<file path="src/rtl/mmio_uart_tx_if.sv">
// MMIO device-bus bundle: active-low read/write strobes, word addresses,
// and the per-device read data/valid return path.
interface mmio_uart_tx_if;
  logic        IN_re;
  logic [29:0] IN_raddr;
  logic [31:0] OUT_rdata;
  logic        OUT_rbusy;
  logic        OUT_rvalid;
  logic        IN_we;
  logic [3:0]  IN_wmask;
  logic [29:0] IN_waddr;
  logic [31:0] IN_wdata;

  modport master (
    output IN_re, IN_raddr, IN_we, IN_wmask, IN_waddr, IN_wdata,
    input  OUT_rdata, OUT_rbusy, OUT_rvalid
  );

  modport slave (
    input  IN_re, IN_raddr, IN_we, IN_wmask, IN_waddr, IN_wdata,
    output OUT_rdata, OUT_rbusy, OUT_rvalid
  );
endinterface

</file>
<file path="src/rtl/mmio_uart_tx.sv">
// Transmit-only 8N1 UART on the MMIO bus: TX FIFO, baud FSM, drain interrupt.
// Reads return one cycle after the request; writes never stall, a push to a full FIFO is dropped.
module mmio_uart_tx #(
  parameter logic [31:0] ADDR       = 32'h1000_0000,
  parameter int          FIFO_DEPTH = 8,
  parameter logic [15:0] RESET_DIV  = 16'd867
) (
  input  logic            clk,
  input  logic            rst,
  mmio_uart_tx_if.slave   bus,
  output logic            OUT_tx,
  output logic            OUT_irq
);
  localparam int AW = $clog2(FIFO_DEPTH);
  localparam int CW = AW + 1;

  typedef enum logic [1:0] {IDLE, START, DATA, STOP} state_t;

  state_t        state_q;
  logic [7:0]    mem_q [FIFO_DEPTH];
  logic [AW-1:0] rptr_q, wptr_q;
  logic [CW-1:0] cnt_q;
  logic          ovf_q;
  logic [15:0]   div_q;
  logic          irq_en_q;
  logic [15:0]   baud_q;
  logic [2:0]    bit_q;
  logic [7:0]    shift_q;
  logic          tx_q, irq_q, rvalid_q;
  logic [31:0]   rdata_q;

  logic        rhit, whit, full, empty, push_req, push, pop, ovf_clr;
  logic [31:0] status, rd_val;
  logic [5:0]  cnt6;
  logic        unused_ok;

  assign rhit = !bus.IN_re && (bus.IN_raddr[29:2] == ADDR[31:4]) && (bus.IN_raddr[1:0] != 2'd3);
  assign whit = !bus.IN_we && (bus.IN_waddr[29:2] == ADDR[31:4]) && (bus.IN_waddr[1:0] != 2'd3);

  assign full     = (cnt_q == CW'(FIFO_DEPTH));
  assign empty    = (cnt_q == '0);
  assign push_req = whit && (bus.IN_waddr[1:0] == 2'd0) && bus.IN_wmask[0];
  assign push     = push_req && !full;
  assign pop      = (state_q == IDLE) && !empty;
  assign ovf_clr  = whit && (bus.IN_waddr[1:0] == 2'd1) && bus.IN_wmask[0] && bus.IN_wdata[3];

  assign cnt6   = 6'(cnt_q);
  assign status = {18'd0, cnt6, 4'd0, ovf_q, (state_q != IDLE), empty, full};

  always_comb begin
    rd_val = '0;
    case (bus.IN_raddr[1:0])
      2'd1:    rd_val = status;
      2'd2:    rd_val = {15'd0, irq_en_q, div_q};
      default: rd_val = '0;
    endcase
  end

  always_ff @(posedge clk) begin
    if (push) mem_q[wptr_q] <= bus.IN_wdata[7:0];
  end

  always_ff @(posedge clk) begin
    if (rst) begin
      state_q  <= IDLE;
      rptr_q   <= '0;
      wptr_q   <= '0;
      cnt_q    <= '0;
      ovf_q    <= 1'b0;
      div_q    <= RESET_DIV;
      irq_en_q <= 1'b0;
      baud_q   <= '0;
      bit_q    <= '0;
      shift_q  <= '0;
      tx_q     <= 1'b1;
      irq_q    <= 1'b0;
      rvalid_q <= 1'b0;
      rdata_q  <= '0;
    end else begin
      // Read data is sampled before this edge's writes land, so a same-cycle
      // read sees the pre-write state.
      rvalid_q <= rhit;
      rdata_q  <= rhit ? rd_val : '0;

      if (push) wptr_q <= wptr_q + AW'(1);
      if (pop)  rptr_q <= rptr_q + AW'(1);
      if (push && !pop)      cnt_q <= cnt_q + CW'(1);
      else if (!push && pop) cnt_q <= cnt_q - CW'(1);

      if (push_req && full) ovf_q <= 1'b1;
      else if (ovf_clr)     ovf_q <= 1'b0;

      if (whit && bus.IN_waddr[1:0] == 2'd2) begin
        if (bus.IN_wmask[0]) div_q[7:0]  <= bus.IN_wdata[7:0];
        if (bus.IN_wmask[1]) div_q[15:8] <= bus.IN_wdata[15:8];
        if (bus.IN_wmask[2]) irq_en_q    <= bus.IN_wdata[16];
      end

      irq_q <= irq_en_q && empty && (state_q == IDLE);

      // tx_q is loaded with the level of the state being entered, so the
      // line and the state change on the same edge.
      case (state_q)
        IDLE: begin
          tx_q <= 1'b1;
          if (!empty) begin
            shift_q <= mem_q[rptr_q];
            baud_q  <= div_q;
            tx_q    <= 1'b0;
            state_q <= START;
          end
        end
        START: begin
          if (baud_q == 16'd0) begin
            baud_q  <= div_q;
            bit_q   <= 3'd0;
            tx_q    <= shift_q[0];
            state_q <= DATA;
          end else begin
            baud_q <= baud_q - 16'd1;
          end
        end
        DATA: begin
          if (baud_q == 16'd0) begin
            baud_q  <= div_q;
            shift_q <= shift_q >> 1;
            bit_q   <= bit_q + 3'd1;
            if (bit_q == 3'd7) begin
              tx_q    <= 1'b1;
              state_q <= STOP;
            end else begin
              tx_q <= shift_q[1];
            end
          end else begin
            baud_q <= baud_q - 16'd1;
          end
        end
        STOP: begin
          tx_q <= 1'b1;
          if (baud_q == 16'd0) state_q <= IDLE;
          else                 baud_q  <= baud_q - 16'd1;
        end
        default: state_q <= IDLE;
      endcase
    end
  end

  assign unused_ok = ^{bus.IN_wdata[31:17], bus.IN_wmask[3]};

  assign bus.OUT_rdata  = rdata_q;
  assign bus.OUT_rvalid = rvalid_q;
  assign bus.OUT_rbusy  = 1'b0;
  assign OUT_tx         = tx_q;
  assign OUT_irq        = irq_q;
endmodule
</file>
<file path="src/flat_wrapper.sv">
// flat-port wrapper written by rule: the top's interface ports become plain ports
module mmio_uart_tx_flat 
#(
  parameter logic [31:0] ADDR       = 32'h1000_0000,
  parameter int          FIFO_DEPTH = 8,
  parameter logic [15:0] RESET_DIV  = 16'd867
)
  (clk, rst, OUT_tx, OUT_irq, bus_IN_re, bus_IN_raddr, bus_IN_we, bus_IN_wmask, bus_IN_waddr, bus_IN_wdata, bus_OUT_rdata, bus_OUT_rbusy, bus_OUT_rvalid);
  mmio_uart_tx_if bus_i ();
  input  logic clk;
  input  logic rst;
  output logic OUT_tx;
  output logic OUT_irq;
  input wire logic [$bits(bus_i.IN_re)-1:0] bus_IN_re;
  input wire logic [$bits(bus_i.IN_raddr)-1:0] bus_IN_raddr;
  input wire logic [$bits(bus_i.IN_we)-1:0] bus_IN_we;
  input wire logic [$bits(bus_i.IN_wmask)-1:0] bus_IN_wmask;
  input wire logic [$bits(bus_i.IN_waddr)-1:0] bus_IN_waddr;
  input wire logic [$bits(bus_i.IN_wdata)-1:0] bus_IN_wdata;
  output wire logic [$bits(bus_i.OUT_rdata)-1:0] bus_OUT_rdata;
  output wire logic [$bits(bus_i.OUT_rbusy)-1:0] bus_OUT_rbusy;
  output wire logic [$bits(bus_i.OUT_rvalid)-1:0] bus_OUT_rvalid;
  assign bus_i.IN_re = bus_IN_re;
  assign bus_i.IN_raddr = bus_IN_raddr;
  assign bus_i.IN_we = bus_IN_we;
  assign bus_i.IN_wmask = bus_IN_wmask;
  assign bus_i.IN_waddr = bus_IN_waddr;
  assign bus_i.IN_wdata = bus_IN_wdata;
  assign bus_OUT_rdata = bus_i.OUT_rdata;
  assign bus_OUT_rbusy = bus_i.OUT_rbusy;
  assign bus_OUT_rvalid = bus_i.OUT_rvalid;
  mmio_uart_tx #(.ADDR(ADDR), .FIFO_DEPTH(FIFO_DEPTH), .RESET_DIV(RESET_DIV)) u_core (.clk(clk), .rst(rst), .bus(bus_i), .OUT_tx(OUT_tx), .OUT_irq(OUT_irq));
endmodule
</file>
<file path="config.mk">
export PLATFORM = sky130hd
export DESIGN_NAME = mmio_uart_tx_flat
export DESIGN_NICKNAME = d
export VERILOG_FILES = /design/src/rtl/mmio_uart_tx_if.sv /design/src/rtl/mmio_uart_tx.sv /design/src/flat_wrapper.sv
export SDC_FILE = /design/constraint.sdc
export NUM_CORES = 1
export LEC_CHECK = 0
export BUFFER_PORTS_ARGS = -buffer_cell sky130_fd_sc_hd__buf_2
export CAP_MARGIN = 10
export CELL_PAD_IN_SITES_DETAIL_PLACEMENT = 1
export CELL_PAD_IN_SITES_GLOBAL_PLACEMENT = 1
export CORE_MARGIN = 1
export CORE_UTILIZATION = 48
export CTS_BUF_LIST = sky130_fd_sc_hd__clkbuf_8
export DETAILED_ROUTE_END_ITERATION = 8
export PLACE_DENSITY_LB_ADDON = 0.1
export SLEW_MARGIN = 20
export SYNTH_ARGS = -nofsm -noshare
export SYNTH_HDL_FRONTEND = slang
export SYNTH_SLANG_ARGS = --single-unit
</file>
<file path="constraint.sdc">
create_clock -name clk -period 5.9 [get_ports clk]
set_input_delay 1.18 -clock clk [delete_from_list [all_inputs] [get_ports clk]]
set_output_delay 1.18 -clock clk [all_outputs]
set_load 0.02 [all_outputs]
</file>
Word-level counts from Yosys, hierarchy flattened --
Memory sizes are Yosys's and may differ from the RTL's. A register that Yosys moved wholly into a read port is not among the register bits. Cells that the tools add are included.
Storage, ports and cells: register bits 92, memory bits (writable) 64, output and inout bits 36, logic and storage cells 114, memories kept 1
Memories:
- u_core.mem_q | words 8, width 8, rd ports 1, clocked after Yosys merged registers in 1, wr ports 1, RTL line mmio_uart_tx.sv:20 | logic [7:0] mem_q [FIFO_DEPTH];
Operators by class: add/sub/neg operators 6, equality and inequality tests 19, multiplexer cells 30, bitwise logic cells 1, reduce and logical (&&, ||, !) cells 42
Operator list (count):
- equality test 28 x 25 -> 1 bit, second input constant | 2
- 2-to-1 mux 16 bit | 3
- one-hot mux 16 bit (3 select lines) | 1
- one-hot mux 17 bit (2 select lines) | 1
- logical AND 1 bit | 17
- zero test 16 bit | 1
- 2-to-1 mux 8 bit | 2
- one-hot mux 8 bit (2 select lines) | 1
- subtractor 16 x 1 -> 16 bit, second input constant | 1
- 2-to-1 mux 3 bit | 4
- 2-to-1 mux 2 bit | 5
- AND reduction 2 bit | 5
- nonzero test 2 bit | 5
- adder 3 x 1 -> 3 bit, second input constant | 3
- equality test 2 bit, second input constant | 4
- 2-to-1 mux 1 bit | 8
- 2-to-1 mux 4 bit | 2
- inequality test 2 x 1 -> 1 bit, second input constant | 4
- inequality test 2 bit, second input constant | 4
- one-hot mux 2 bit (4 select lines) | 1
- equality test 2 x 1 -> 1 bit, second input constant | 3
- zero test 1 bit | 6
- one-hot mux 3 bit (2 select lines) | 1
- AND reduction 3 bit | 2
- other kinds (10) | 12

Depth between registers and ports, before layout --
depth in word-level cells 10, mapped depth 13, gate-level depth less buffers 13

Worst setup path after synthesis --
Ideal clock, no wire load.
path kind input port to flip-flop, start point input bus_IN_waddr[9], end point register u_core.cnt_q[3], library setup time 70 ps, arrival time 3566 ps, data required time 5830 ps, setup slack 2264 ps, stages 11, path buffers 0, cell sequence nor4_2 nand4_2 nor4b_4 ha_1 inv_1 ha_1 a21o_1 a21oi_1 xnor2_1 or3_1 a21oi_1
Between the ends: word-level cells in the longest chain between the ends 9, elaborated cells on any way between the ends 11, those cells by class eq/ne: 1; mux: 1; reduce/logical: 9
Ends and longest elaborated chain:
- start: declaration | RTL line flat_wrapper.sv:18 | input wire logic [$bits(bus_i.IN_waddr)-1:0] bus_IN_waddr;
- equality test 28 x 25 -> 1 bit * | RTL line mmio_uart_tx.sv:38 | assign whit = !bus.IN_we && (bus.IN_waddr[29:2] == ADDR[31:4]) && (bus.IN_waddr[1:0] != 2'd3);
- logical AND 1 bit * (2 in series) | RTL line mmio_uart_tx.sv:38
- logical AND 1 bit * (2 in series) | RTL line mmio_uart_tx.sv:42 | assign push_req = whit && (bus.IN_waddr[1:0] == 2'd0) && bus.IN_wmask[0];
- logical AND 1 bit * | RTL line mmio_uart_tx.sv:43 | assign push = push_req && !full;
- net u_core.push | RTL line mmio_uart_tx.sv:32 | logic rhit, whit, full, empty, push_req, push, pop, ovf_clr;
- zero test 1 bit | RTL line mmio_uart_tx.sv:88 | else if (!push && pop) cnt_q <= cnt_q - CW'(1);
- logical AND 1 bit | RTL line mmio_uart_tx.sv:88
- nonzero test 2 bit (no source line)
- end signal: assignment | RTL line mmio_uart_tx.sv:87 | if (push && !pop) cnt_q <= cnt_q + CW'(1);
- end signal: assignment | RTL line mmio_uart_tx.sv:88
- end: declaration | RTL line mmio_uart_tx.sv:22 | logic [CW-1:0] cnt_q;
The timed path passes the listed nets; every way through them passes the cells marked *. A chain may end at the register's enable or synchronous reset.

Worst setup path after layout --
start point input bus_IN_waddr[21], end point register u_core.cnt_q[3]
The elaborated chain is that of the path after synthesis.

==> results.tsv <==
stage	metric	value	unit
setup_path	path_max_fanout	7	
pwr	powerDensity	417	nW/um^2
clock_network	cts_buffer_depth	2	
sta	final-setup-viol-count	0	
sta	report.final.slew_viol_count	0	
place	gp_congestion	0.797	
floorplan	die_w	119	um
synthesis	synth_cells	570	
setup_path	cpLargestDelayFamily	simple AND/OR/NAND/NOR gates	
global_routing	grt_use_total	23.8	%
clock_network	cts_tree	built	
clock_network	clk_pin_slew	0.08	ns
setup_path	r2r-end	u_core.cnt_q[3]$_SDFFE_PP0P_	
synthesis	ys_ff_latch	144	
sta	finClkSkew	0.0148	ns
place	io_buffers	103	
synthesis	synth-edff-count	64	
drt	initialDrtViolationCount	281	
final_layout	mostFrequentLayoutCell	buf_2	
sta	max_freq	271	MHz
pwr	pwr-share-seq	39.1	%
global_routing	grt_pass1_vias	5155	
sta	slew-limit-headroom	39.8	%
sta	tightest_slew	0.899	ns
drt	viasPerCell	5.74	
clock_network	post_cts_buffers	0	
clock_network	postCtsHoldBufs	0	
clock_network	cts.sinks	144	
pwr	switching_share	38.7	%
synthesis	yosys_warnings	0	
drt	wl_per_cell	18.9	um
floorplan	die-area	14200	um^2
setup_path	crit_slowest_cell	nor4b_4	
job	drv_cap	0	
pwr	p_leak	0.00284	uW
setup_path	cpPeakStageDelay	0.60	ns
drt	ant_nets	0	
synthesis	muxShareOfSynthArea	8.67	%
global_routing	grt_max_degree	61	
setup_path	end_kind	flop	
floorplan	initial_utilization	49.5	%
drt	first_pass_iters	5	
final_layout	fin_nets	785	
pwr	intPower	1940	uW
clock_network	clkLatencyLatePin	0.46	ns
synthesis	async_flop_share	0	%
drt	wl	16.2	mm
synthesis	synthFlopType	dfxtp_1	
setup_path	cp_data_arrival_time	4.06	ns
synthesis	yosysSeqAreaShare	53.5	%
sta	min_period_over_period	62.4	%
synthesis	synth_top_family_by_area	simple AND/OR/NAND/NOR gates	
floorplan	fp-row-count	42	
sta	period_minus_slack	3.68	ns
global_routing	grt_pass1_wl	25.8	mm
drt	vias	4922	
final_layout	finish.utilization	57.1	%
setup_path	critPathBufInv	2	
final_layout	final_cell_mix	buf_2, dfxtp_1, edfxtp_1	
floorplan	die_h	119	um
final_layout	syn_to_final_growth	15.2	%
setup_path	worstPathCellList	buf_2, nor4_2, nand4_2, nor4b_4, ha_1, inv_1, ha_1, a21o_1, a21oi_1, xnor2_1, or3_1, a21oi_1	
worst_hold_path	min_path_type	flop to flop	
final_layout	num-fill-cells	1444	
synthesis	synth_area	6580	um^2
clock_network	cts_max_level	4	
synthesis	synthSimpleGateAreaFrac	16.4	%
setup_path	reg2reg_depth	13	
setup_path	start_kind	primary input	
clock_network	cts_made_buffers	17	
clock_network	cts_resized	0	
place	dpl_cell_area	7160	um^2
setup_path	critPathKind	primary input to flop	
pwr	comb_power_share	35.1	%
sta	rsz0062_at_grt	false	
setup_path	startpoint	bus_IN_waddr[21]	
place	dp_hpwl	11.3	mm
status	run_status	finished, final reports clean	
setup_path	r2r_start	u_core.state_q[0]$_SDFFE_PP0P_	
setup_path	cp.required	6.27	ns
floorplan	io_pins	136	
global_routing	antenna_found_initial	0	
synthesis	ys_types	65	
setup_path	crit_cells	12	
global_routing	grt_overflow	0	
final_layout	finalInstanceArea	7590	um^2
setup_path	cp-endpoint	u_core.cnt_q[3]$_SDFFE_PP0P_	
sta	hold_viol	0	
synthesis	synth_compound_area_share	11.7	%
synthesis	synth_adder_area_share	3.34	%
pwr	power_switching	1220	uW
pwr	ir_drop	0.150	mV
final_layout	insertedDiodeCount	0	
setup_path	rrSetupSlack	2.69	ns
clock_network	clock-root-buffer	clkbuf_8	
synthesis	synth_xor_area_share	0.931	%
synthesis	syn_area_per_cell	11.6	um^2
floorplan	core-area	13300	um^2
pwr	power_frac_clock	25.9	%
drt	drc	0	
final_layout	drive_gt1_share	25.8	%
sta	fin_setup_tns	0	ns
through the flow:
step | setup WS, ns | total power (uW) | instances | hold WS [ns]
finish | 2.22 | 3160 | 857 | 0.469
global route | 2.04 | 3330 | 857 | 0.501
CTS | 2.22 | 3160 | 857 | 0.473
detailed placement | 1.72 | 2330 | 825 | 0.456
global placement | 1.92 | 2300 | 825 | 0.437
floorplan | 2.26 | 2070 | 585 | 0.425
worst min path at each step:
stage                                               from                        endpoint  cells past startpoint  slack [ns]
after floorplan           u_core.shift_q[2]$_SDFFE_PP0P_  u_core.shift_q[2]$_SDFFE_PP0P_                      2        0.43
after global placement    u_core.shift_q[4]$_SDFFE_PP0P_  u_core.shift_q[4]$_SDFFE_PP0P_                      2        0.44
after detailed placement  u_core.shift_q[6]$_SDFFE_PP0P_  u_core.shift_q[6]$_SDFFE_PP0P_                      2        0.46
after CTS                 u_core.shift_q[0]$_SDFFE_PP0P_  u_core.shift_q[0]$_SDFFE_PP0P_                      2        0.47
after global routing      u_core.shift_q[4]$_SDFFE_PP0P_  u_core.shift_q[4]$_SDFFE_PP0P_                      2        0.50
final                     u_core.shift_q[6]$_SDFFE_PP0P_  u_core.shift_q[6]$_SDFFE_PP0P_                      2        0.47
worst min-delay path, stage by stage, from the launching register on:
cell and delay (ns):
dfxtp_1 0.34, nand2_1 0.05, o21ai_0 0.06
synthesized netlist by cell type (9+ instances only):
cell type  instances  area share (%)
o32ai_1           10             1.3
edfxtp_1          64              29
nor2_1            58             3.3
inv_1             26             1.5
nor4_1            10            0.95
a22oi_1           15             1.7
buf_4             19             2.2
ha_1              16             3.0
nand3_1           14             1.1
o21ai_0           14             1.1
dfxtp_1           80              24
nand2_1           22             1.3
mux4_2            16             5.5
and3_1            12             1.1
nor3_1             9            0.68
clkbuf_1          16            0.91
a21oi_1           31             2.4
mux2i_1           21             3.2
nand4_1            9            0.86
registers in the layout, summed over array words and instances (netlist names), named ones only:
register               cells
u_core.bus.OUT_rvalid      1
u_core.ovf_q               1
u_core.baud_q             16
u_core.bit_q               3
u_core.wptr_q              3
u_core.OUT_irq             1
u_core.div_q              16
u_core.mem_q              64
u_core.state_q             2
u_core.shift_q             8
u_core.irq_en_q            1
u_core.rptr_q              3
u_core.cnt_q               4
u_core.bus.OUT_rdata      17
u_core.OUT_tx              1
cells by family (layout without fill, tap and decap cells):
kind of cell | count (synthesis) | count (layout)
other | 1 | 16
and+or+nand+nor | 182 | 182
buffers and inverters | 71 | 167
DFF | 144 | 144
xor gates and xnor gates | 7 | 7
AOI/OAI and AO/OA | 111 | 111
muxes | 37 | 37
adders and majority gates | 17 | 17
area by class of cell:
class | count | area (um^2) | area share (%)
Sequential cell | 144 | 3520 | 46.5
Multi-Input combinational cell | 370 | 2770 | 36.5
Timing Repair Buffer | 109 | 561 | 7.39
Clock buffer | 18 | 248 | 3.27
Tap cell | 176 | 220 | 2.90
Clock inverter | 14 | 164 | 2.16
Inverter | 26 | 97.6 | 1.29
power groups by stage:
stage               Sequential (uW)  Clock [uW]  Combinational, uW
finish                         1240         818               1110
global route                   1250         868               1210
CTS                            1240         829               1100
floorplan                      1200           0                869
detailed placement             1260           0               1080
global placement               1250           0               1040
metal layers:
layer / global-route usage, % / wire length [um] / up-vias
met1: 29.9 / 7200 / 2451
li1: - / - / 2311
met5: 0 / 0 / -
met4: 7.28 / 160 / 0
met3: 5.03 / 714 / 21
met2: 40.8 / 8110 / 139
Power figures use the tool's default switching activity.
